## src/rtl/mem_port_arbiter_if.sv

```systemverilog
// Shared-RAM port bundle between the fetch/load-store requesters, the arbiter and the RAM.
// The arbiter connects through the slave modport; requesters plus RAM form the master side.
interface mem_port_arbiter_if #(
  parameter int ADDR_WIDTH = 14,
  parameter int DATA_WIDTH = 32
);
  logic                  IReq;
  logic [ADDR_WIDTH-1:0] IAddr;
  logic                  IReady;
  logic [DATA_WIDTH-1:0] IData;

  logic                  DReq;
  logic                  DWrite;
  logic [ADDR_WIDTH-1:0] DAddr;
  logic [DATA_WIDTH-1:0] DWData;
  logic                  DReady;
  logic [DATA_WIDTH-1:0] DRData;

  logic [ADDR_WIDTH-1:0] MemAddress;
  logic                  MemWrite;
  logic [DATA_WIDTH-1:0] MemWriteData;
  logic [DATA_WIDTH-1:0] MemReadData;

  logic [1:0]            Grant;

  modport slave (
    input  IReq, IAddr, DReq, DWrite, DAddr, DWData, MemReadData,
    output IReady, IData, DReady, DRData, MemAddress, MemWrite, MemWriteData, Grant
  );

  modport master (
    output IReq, IAddr, DReq, DWrite, DAddr, DWData, MemReadData,
    input  IReady, IData, DReady, DRData, MemAddress, MemWrite, MemWriteData, Grant
  );
endinterface

```

## src/rtl/mem_port_arbiter.sv

```systemverilog
// Round-robin arbiter giving instruction fetch and load/store alternating access to one RAM port.
// Define MEM_ARB_STATS_EN to add saturating ConflictCount/StoreCount outputs.
module mem_port_arbiter #(
  parameter int ADDR_WIDTH = 14,
  parameter int DATA_WIDTH = 32
) (
  input  logic Clock,
  input  logic Reset,
  mem_port_arbiter_if.slave bus
`ifdef MEM_ARB_STATS_EN
  ,
  output logic [15:0] ConflictCount,
  output logic [15:0] StoreCount
`endif
);

  typedef enum logic [1:0] {
    IDLE  = 2'b00,
    ACC_I = 2'b01,
    ACC_D = 2'b10
  } state_t;

  state_t state, state_nxt;
  // Set when the data side holds the most recent grant, so fetch wins the next tie.
  logic last_d, last_d_nxt;

  logic [ADDR_WIDTH-1:0] mem_addr;
  logic                  mem_we;
  logic [DATA_WIDTH-1:0] mem_wd;

  logic                  i_vld_p1, d_vld_p1;
  logic [DATA_WIDTH-1:0] i_data_p1, d_data_p1;

  always_ff @(posedge Clock or posedge Reset) begin
    if (Reset) begin
      state  <= IDLE;
      last_d <= 1'b1;
    end else begin
      state  <= state_nxt;
      last_d <= last_d_nxt;
    end
  end

  always_comb begin
    state_nxt  = state;
    last_d_nxt = last_d;
    case (state)
      IDLE: begin
        if (bus.IReq && (!bus.DReq || last_d)) begin
          state_nxt  = ACC_I;
          last_d_nxt = 1'b0;
        end else if (bus.DReq) begin
          state_nxt  = ACC_D;
          last_d_nxt = 1'b1;
        end
      end
      ACC_I:   state_nxt = IDLE;
      ACC_D:   state_nxt = IDLE;
      default: state_nxt = IDLE;
    endcase
  end

  // RAM drive is purely a function of state, so reset removes MemWrite without waiting for an edge.
  always_comb begin
    mem_addr = '0;
    mem_we   = 1'b0;
    mem_wd   = '0;
    case (state)
      ACC_I: mem_addr = bus.IAddr;
      ACC_D: begin
        mem_addr = bus.DAddr;
        mem_we   = bus.DWrite;
        mem_wd   = bus.DWData;
      end
      default: ;
    endcase
  end

  // ---- stage p1: capture RAM read data and raise the one-cycle Ready ----
  always_ff @(posedge Clock or posedge Reset) begin
    if (Reset) begin
      i_vld_p1  <= 1'b0;
      d_vld_p1  <= 1'b0;
      i_data_p1 <= '0;
      d_data_p1 <= '0;
    end else begin
      i_vld_p1 <= (state == ACC_I);
      d_vld_p1 <= (state == ACC_D);
      if (state == ACC_I)
        i_data_p1 <= bus.MemReadData;
      if (state == ACC_D && !bus.DWrite)
        d_data_p1 <= bus.MemReadData;
    end
  end

  assign bus.MemAddress   = mem_addr;
  assign bus.MemWrite     = mem_we;
  assign bus.MemWriteData = mem_wd;
  assign bus.IReady       = i_vld_p1;
  assign bus.IData        = i_data_p1;
  assign bus.DReady       = d_vld_p1;
  assign bus.DRData       = d_data_p1;
  assign bus.Grant        = state;

`ifdef MEM_ARB_STATS_EN
  function automatic logic [15:0] sat_inc(input logic [15:0] v);
    return (v == 16'hFFFF) ? v : v + 16'd1;
  endfunction

  logic conflict_seen, store_commit;
  assign conflict_seen = (state == IDLE) && bus.IReq && bus.DReq;
  assign store_commit  = (state == ACC_D) && bus.DWrite;

  always_ff @(posedge Clock or posedge Reset) begin
    if (Reset) begin
      ConflictCount <= '0;
      StoreCount    <= '0;
    end else begin
      if (conflict_seen)
        ConflictCount <= sat_inc(ConflictCount);
      if (store_commit)
        StoreCount <= sat_inc(StoreCount);
    end
  end
`endif

endmodule

```

## src/flat_wrapper.sv

```systemverilog
// flat-port wrapper written by rule: the top's interface ports become plain ports
module mem_port_arbiter_flat 
#(
  parameter int ADDR_WIDTH = 14,
  parameter int DATA_WIDTH = 32
)
  (Clock, Reset, bus_IReq, bus_IAddr, bus_DReq, bus_DWrite, bus_DAddr, bus_DWData, bus_MemReadData, bus_IReady, bus_IData, bus_DReady, bus_DRData, bus_MemAddress, bus_MemWrite, bus_MemWriteData, bus_Grant);
  mem_port_arbiter_if #(.ADDR_WIDTH(ADDR_WIDTH), .DATA_WIDTH(DATA_WIDTH)) bus_i ();
  input  logic Clock;
  input  logic Reset;
  input wire logic [$bits(bus_i.IReq)-1:0] bus_IReq;
  input wire logic [$bits(bus_i.IAddr)-1:0] bus_IAddr;
  input wire logic [$bits(bus_i.DReq)-1:0] bus_DReq;
  input wire logic [$bits(bus_i.DWrite)-1:0] bus_DWrite;
  input wire logic [$bits(bus_i.DAddr)-1:0] bus_DAddr;
  input wire logic [$bits(bus_i.DWData)-1:0] bus_DWData;
  input wire logic [$bits(bus_i.MemReadData)-1:0] bus_MemReadData;
  output wire logic [$bits(bus_i.IReady)-1:0] bus_IReady;
  output wire logic [$bits(bus_i.IData)-1:0] bus_IData;
  output wire logic [$bits(bus_i.DReady)-1:0] bus_DReady;
  output wire logic [$bits(bus_i.DRData)-1:0] bus_DRData;
  output wire logic [$bits(bus_i.MemAddress)-1:0] bus_MemAddress;
  output wire logic [$bits(bus_i.MemWrite)-1:0] bus_MemWrite;
  output wire logic [$bits(bus_i.MemWriteData)-1:0] bus_MemWriteData;
  output wire logic [$bits(bus_i.Grant)-1:0] bus_Grant;
  assign bus_i.IReq = bus_IReq;
  assign bus_i.IAddr = bus_IAddr;
  assign bus_i.DReq = bus_DReq;
  assign bus_i.DWrite = bus_DWrite;
  assign bus_i.DAddr = bus_DAddr;
  assign bus_i.DWData = bus_DWData;
  assign bus_i.MemReadData = bus_MemReadData;
  assign bus_IReady = bus_i.IReady;
  assign bus_IData = bus_i.IData;
  assign bus_DReady = bus_i.DReady;
  assign bus_DRData = bus_i.DRData;
  assign bus_MemAddress = bus_i.MemAddress;
  assign bus_MemWrite = bus_i.MemWrite;
  assign bus_MemWriteData = bus_i.MemWriteData;
  assign bus_Grant = bus_i.Grant;
  mem_port_arbiter #(.ADDR_WIDTH(ADDR_WIDTH), .DATA_WIDTH(DATA_WIDTH)) u_core (.Clock(Clock), .Reset(Reset), .bus(bus_i));
endmodule
```

## config.mk

```make
export PLATFORM = sky130hd
export DESIGN_NAME = mem_port_arbiter_flat
export DESIGN_NICKNAME = d
export VERILOG_FILES = /design/src/rtl/mem_port_arbiter_if.sv /design/src/rtl/mem_port_arbiter.sv /design/src/flat_wrapper.sv
export SDC_FILE = /design/constraint.sdc
export NUM_CORES = 1
export LEC_CHECK = 0
export CORE_AREA = 4 4 124 114
export DETAILED_ROUTE_END_ITERATION = 8
export DIE_AREA = 0 0 128 118
export SLEW_MARGIN = 15
export SYNTH_ARGS = -nofsm -noshare
export SYNTH_HDL_FRONTEND = slang
export SYNTH_SLANG_ARGS = --single-unit
```

## constraint.sdc

```tcl
create_clock -name Clock -period 2.76 [get_ports Clock]
set_input_delay 0.552 -clock Clock [delete_from_list [all_inputs] [get_ports Clock]]
set_output_delay 0.552 -clock Clock [all_outputs]
set_load 0.02 [all_outputs]
```

==> Yosys cells after proc, flatten, opt, wreduce, memory -nomap -nowiden <==
Cells that the tools add are included.
{ "totals": {"register_bits": 69, "input_bits": 97, "output_inout_bits": 115, "word_cells": 25} }
{ "op_classes": {"eq_ne": 3, "mux": 8, "reduce_logical": 8} }
{ "op_table": {"columns": ["cell", "count"], "rows": [
  ["2-to-1 mux 32 bit", 1],
  ["case mux 14 bit (2 select lines)", 1],
  ["2-to-1 mux 2 bit", 3],
  ["2-to-1 mux 1 bit", 3],
  ["inequality test 3 x 2 -> 1 bit, second input constant", 1],
  ["equality test 2 x 1 -> 1 bit, second input constant", 1],
  ["equality test 2 bit, second input constant", 1],
  ["logical AND 1 bit", 2],
  ["logical NOT 1 bit", 2],
  ["logical NOT 2 bit", 1],
  ["AND reduction 2 bit", 1],
  ["nonzero test 2 bit", 1],
  ["logical OR 1 bit", 1]
]} }

==> Depth between registers and ports, before layout <==
{ "depth": {"ltp_word": 5, "depth_mapped": 6, "ltp_nobuf": 4} }

==> Worst setup path after synthesis <==
OpenSTA, ideal clock, no wires.
{ "synth_path": {"kind": "register to output", "startpoint": "register u_core.state[1] (netlist: u_core.bus.Grant[1])", "endpoint": "output port bus_MemAddress[0]", "t_arrival_ns": 1.478, "required_ns": 2.208, "slack_ns": 0.730, "stages_incl_launch_ff": 7, "path_buffers": 2, "path_cell_list": "dfrtp_1 > inv_1 > ha_1 > buf_2 > buf_2 > a22oi_1 > nor2b_1"} }
{ "synth_between": {"elab_chain_cells": 2, "elab_cells_between_ends": 3, "classes_between": "2 x eq/ne; 1 x mux"} }
{ "synth_rtl": {"columns": ["element", "line_no", "text"], "rows": [
  ["start, declared", "mem_port_arbiter.sv:23", "state_t state, state_nxt;"],
  ["start signal, assigned", "mem_port_arbiter.sv:39", "state <= state_nxt;"],
  ["equality test 2 bit or equality test 2 x 1 -> 1 bit (tied branches)", "mem_port_arbiter.sv:68", "case (state)"],
  ["case mux 14 bit (2 select lines) (*)", "mem_port_arbiter.sv:68", null],
  ["end, declared", "flat_wrapper.sv:22", "output wire logic [$bits(bus_i.MemAddress)-1:0] bus_MemAddress;"]
]} }
Every way passes the cells marked *; elsewhere a longest branch is shown, timed or not.

==> Worst setup path in the final report <==
{ "layout_path": {"startpoint": "register u_core.state[0] (netlist: u_core.bus.Grant[0])", "endpoint": "output port bus_MemWriteData[22]"} }
{ "layout_between": {"elab_chain_cells": 2} }
{ "layout_rtl": {"columns": ["element", "line_no", "text"], "rows": [
  ["equality test 2 bit", "mem_port_arbiter.sv:68", null],
  ["2-to-1 mux 32 bit", "mem_port_arbiter.sv:68", null],
  ["end, declared", "flat_wrapper.sv:24", "output wire logic [$bits(bus_i.MemWriteData)-1:0] bus_MemWriteData;"]
]} }
Every way passes these cells.

==> impl_metrics.env <==
export IMPL_grt_use_met3_pct=4.946
export IMPL_critPathLaunchType="flop"
export IMPL_areaGrowthSynthToFinish_pct=84.04
export IMPL_synth_top_family_by_area="multiplexers"
export IMPL_postCtsHoldBufs=0
export IMPL_htree_levels=3
export IMPL_path_max_fanout=34
export IMPL_setup_viol=0
export IMPL_grtUsageMet2_pct=22.97
export IMPL_synthCells=223
export IMPL_initial_core_util_pct=24.90
export IMPL_synthXorXnorAreaFrac_pct=0
export IMPL_grt_pass1_vias=2814
export IMPL_die_height_um=118
export IMPL_ys_types=20
export IMPL_grt_pass1_wl_mm=16.69
export IMPL_port_buffers=211
export IMPL_yosys_warnings=0
export IMPL_p_leak_uw=0.002672
export IMPL_max_cap_violations=0
export IMPL_hold_viol=0
export IMPL_status="completed"
export IMPL_grt_use_met1_pct=17.87
export IMPL_grt_max_degree=70
export IMPL_avgSynthCellArea_um2=14.17
export IMPL_antenna_found_initial=0
export IMPL_final_area_um2=5814
export IMPL_core_um2=12690
export IMPL_gr_total_overflow=0
export IMPL_ys_ff_latch=69
export IMPL_place_gp_congestion=0.8937
export IMPL_layout_drive_gt1_share_pct=20.09
export IMPL_worstMarginPinSlew_ns=0.3762
export IMPL_root_buffer="clkbuf_16"
export IMPL_syn_nets=324
export IMPL_post_place_ws_ns=0.2707
export IMPL_power_per_cell_area_nw_per_um2=1191
export IMPL_die_w_um=128
export IMPL_synth_compound_area_share_pct=4.436
export IMPL_clk_path_buf_depth=2
export IMPL_fill_cells=1193
export IMPL_die_area_um2=15100
export IMPL_crit_type="reg2out"
export IMPL_vdd_drop_max_v=0.0006068
export IMPL_drc=0
export IMPL_worst_setup_path_end_kind="primary output"
export IMPL_layout_setup_ws_ns=0.09839
export IMPL_holdCritPathClass="reg2reg"
export IMPL_rsz0062_at_grt="no"
export IMPL_synth_fa_ha_area_share_pct=1.584
export IMPL_io_pins=212
export IMPL_path_clk_slew_ns=0.05
export IMPL_antenna_left=0
export IMPL_cts_inserted_buffers=9
export IMPL_antenna_cells=0
export IMPL_via_per_inst=4.194
export IMPL_period_minus_slack_ns=2.662
export IMPL_period_share_pct=96.44
export IMPL_muxShareOfSynthArea_pct=26.38
export IMPL_busiest_layer="met2"
export IMPL_placementRows=39
export IMPL_drv_slew=0
export IMPL_dp_hpwl_mm=8.050
export IMPL_clk_insertion_delay_late_ns=0.32
export IMPL_final_nets=539
export IMPL_drt_total_wl_mm=10.66
export IMPL_placed_area_um2=5488
export IMPL_cp_required_ns=2.21
export IMPL_cts_setup_buffers=0
export IMPL_dr_first_iter_drc_count=81
export IMPL_arrival_ns=2.11
export IMPL_slew_limit_headroom_pct=74.92
export IMPL_drt_pass1_iter_count=4
export IMPL_synth_cell_area_um2=3159
export IMPL_routedWlPerCell_um=17.55
export IMPL_synth_yosys_seq_area_share_pct=54.69
export IMPL_grtUsageTotal_pct=14.13
export IMPL_yosys_area_share_simple_pct=9.901
export IMPL_cts_tree="built"
export IMPL_fin_worst_skew_ns=0.005129
export IMPL_max_freq_mhz=375.7
export IMPL_numClockSinks=69
export IMPL_vias=2546
export IMPL_finalPower_uw=6922
export IMPL_post_route_util_pct=45.83
==> cell type report <==
type	count	area [µm²]	area share, %
multi-input combinational	137	1364	23.46
timing repair buffer	218	2240	38.52
clock inverter	2	12.51	0.2152
inverter	3	11.26	0.1937
sequential	69	1728	29.72
clock buffer	14	254.0	4.368
tap	164	205.2	3.529
==> critical path: stages (launching register included) <==
cell and delay, ns:
dfrtp_1 0.43, inv_1 0.17, ha_1 0.22, buf_12 0.17, and2_1 0.18, clkdlybuf4s50_1 0.62
==> flip-flops by register name, indices dropped and copies added, names as in the netlist <==
register / count
u_core.bus.Grant: 2
u_core.bus.IData: 32
u_core.bus.DRData: 32
u_core.bus.DReady: 1
u_core.bus.IReady: 1
u_core.last_d: 1
==> cell usage in the layout, fill, tap and decap left out <==
master and n:
and2_1 33, clkbuf_8 1, nor2b_1 14, dlymetal6s2s_1 15
dfrtp_1 68, and3b_1 1, a31o_2 1, ha_4 2
dfstp_2 1, buf_4 4, nand2b_2 1, a21boi_0 1
mux2_2 34, inv_1 2, nand2_1 1, clkdlybuf4s50_1 196
clkinvlp_4 1, inv_2 1, clkinv_2 1, buf_12 3
a22oi_1 14, clkbuf_16 9, ha_1 2, a31oi_1 1
o21bai_1 1, a21oi_1 1, clkbuf_1 4, mux2_4 30
==> layer usage <==
metal | share of wire, % | routed length (µm)
met5 | 0 | 0
met4 | 1.3 | 137
met3 | 6.7 | 717
met2 | 51 | 5407
met1 | 41 | 4393
==> power by group <==
| group | switching, µW | internal (µW) |
|---|---|---|
| registers | 284 | 1540 |
| clock network | 395 | 632 |
| logic | 1860 | 2210 |
| total | 2530 | 4390 |
==> timing repair <==
item	in CTS	in global routing
gates resized for setup	1	17
gates cloned	0	0
endpoints found under the setup margin	6	9
endpoints found under the hold margin	0	0
==> final timing paths <==
kind | from | cells after the start | slack, ns | to
worst max-delay path | u_core.bus.Grant[0] | 5 | 0.1 | bus_MemWriteData[22]
worst min-delay path | u_core.bus.IData[6] | 1 | 0.50 | u_core.bus.IData[6]
worst max register to register | u_core.bus.Grant[0] | 6 | 0.91 | u_core.bus.DRData[29]
worst min register to register | u_core.bus.IData[6] | 1 | 0.50 | u_core.bus.IData[6]
max in group asynchronous | Reset | 3 | 1.77 | u_core.last_d
min in group asynchronous | Reset | 3 | 0.65 | u_core.bus.DRData[5]
==> stage by stage <==
| stage | hold WS, ns | instances | setup TNS (ns) |
|---|---|---|---|
| finish | 0.5000 | 607 | 0 |
| floorplan | 0.5042 | 223 | 0 |
| global route | 0.5167 | 607 | 0 |
| CTS | 0.5069 | 607 | -0.06581 |
| global placement | 0.4885 | 591 | 0 |
| detailed placement | 0.4924 | 591 | 0 |
==> cell usage after synthesis <==
| master | number | share of area, % |
|---|---|---|
| and2_1 | 33 | 6.5 |
| a21boi_0 | 1 | 0.24 |
| nand2_1 | 1 | 0.12 |
| nand2b_1 | 1 | 0.20 |
| buf_2 | 7 | 1.1 |
| mux2_2 | 34 | 12 |
| inv_1 | 3 | 0.36 |
| a31oi_1 | 1 | 0.20 |
| a21oi_1 | 1 | 0.16 |
| dfrtp_1 | 68 | 54 |
| a22oi_1 | 14 | 3.3 |
| clkbuf_1 | 4 | 0.48 |
| a31o_2 | 1 | 0.28 |
| dfstp_2 | 1 | 0.83 |
| and3b_1 | 1 | 0.28 |
| o21bai_1 | 1 | 0.24 |
| buf_6 | 3 | 1.1 |
| nor2b_1 | 14 | 2.8 |
| mux2_4 | 30 | 14 |
| ha_1 | 4 | 1.6 |
==> cell families after synthesis <==
logic type                 count (synthesis)
DFF                                       69
muxes                                     64
and+or+nand+nor                           50
AOI/OAI and AO/OA                         19
buffers and inverters                     17
adders and majority gates                  4
No activity file was read; power rests on OpenSTA's default activity.
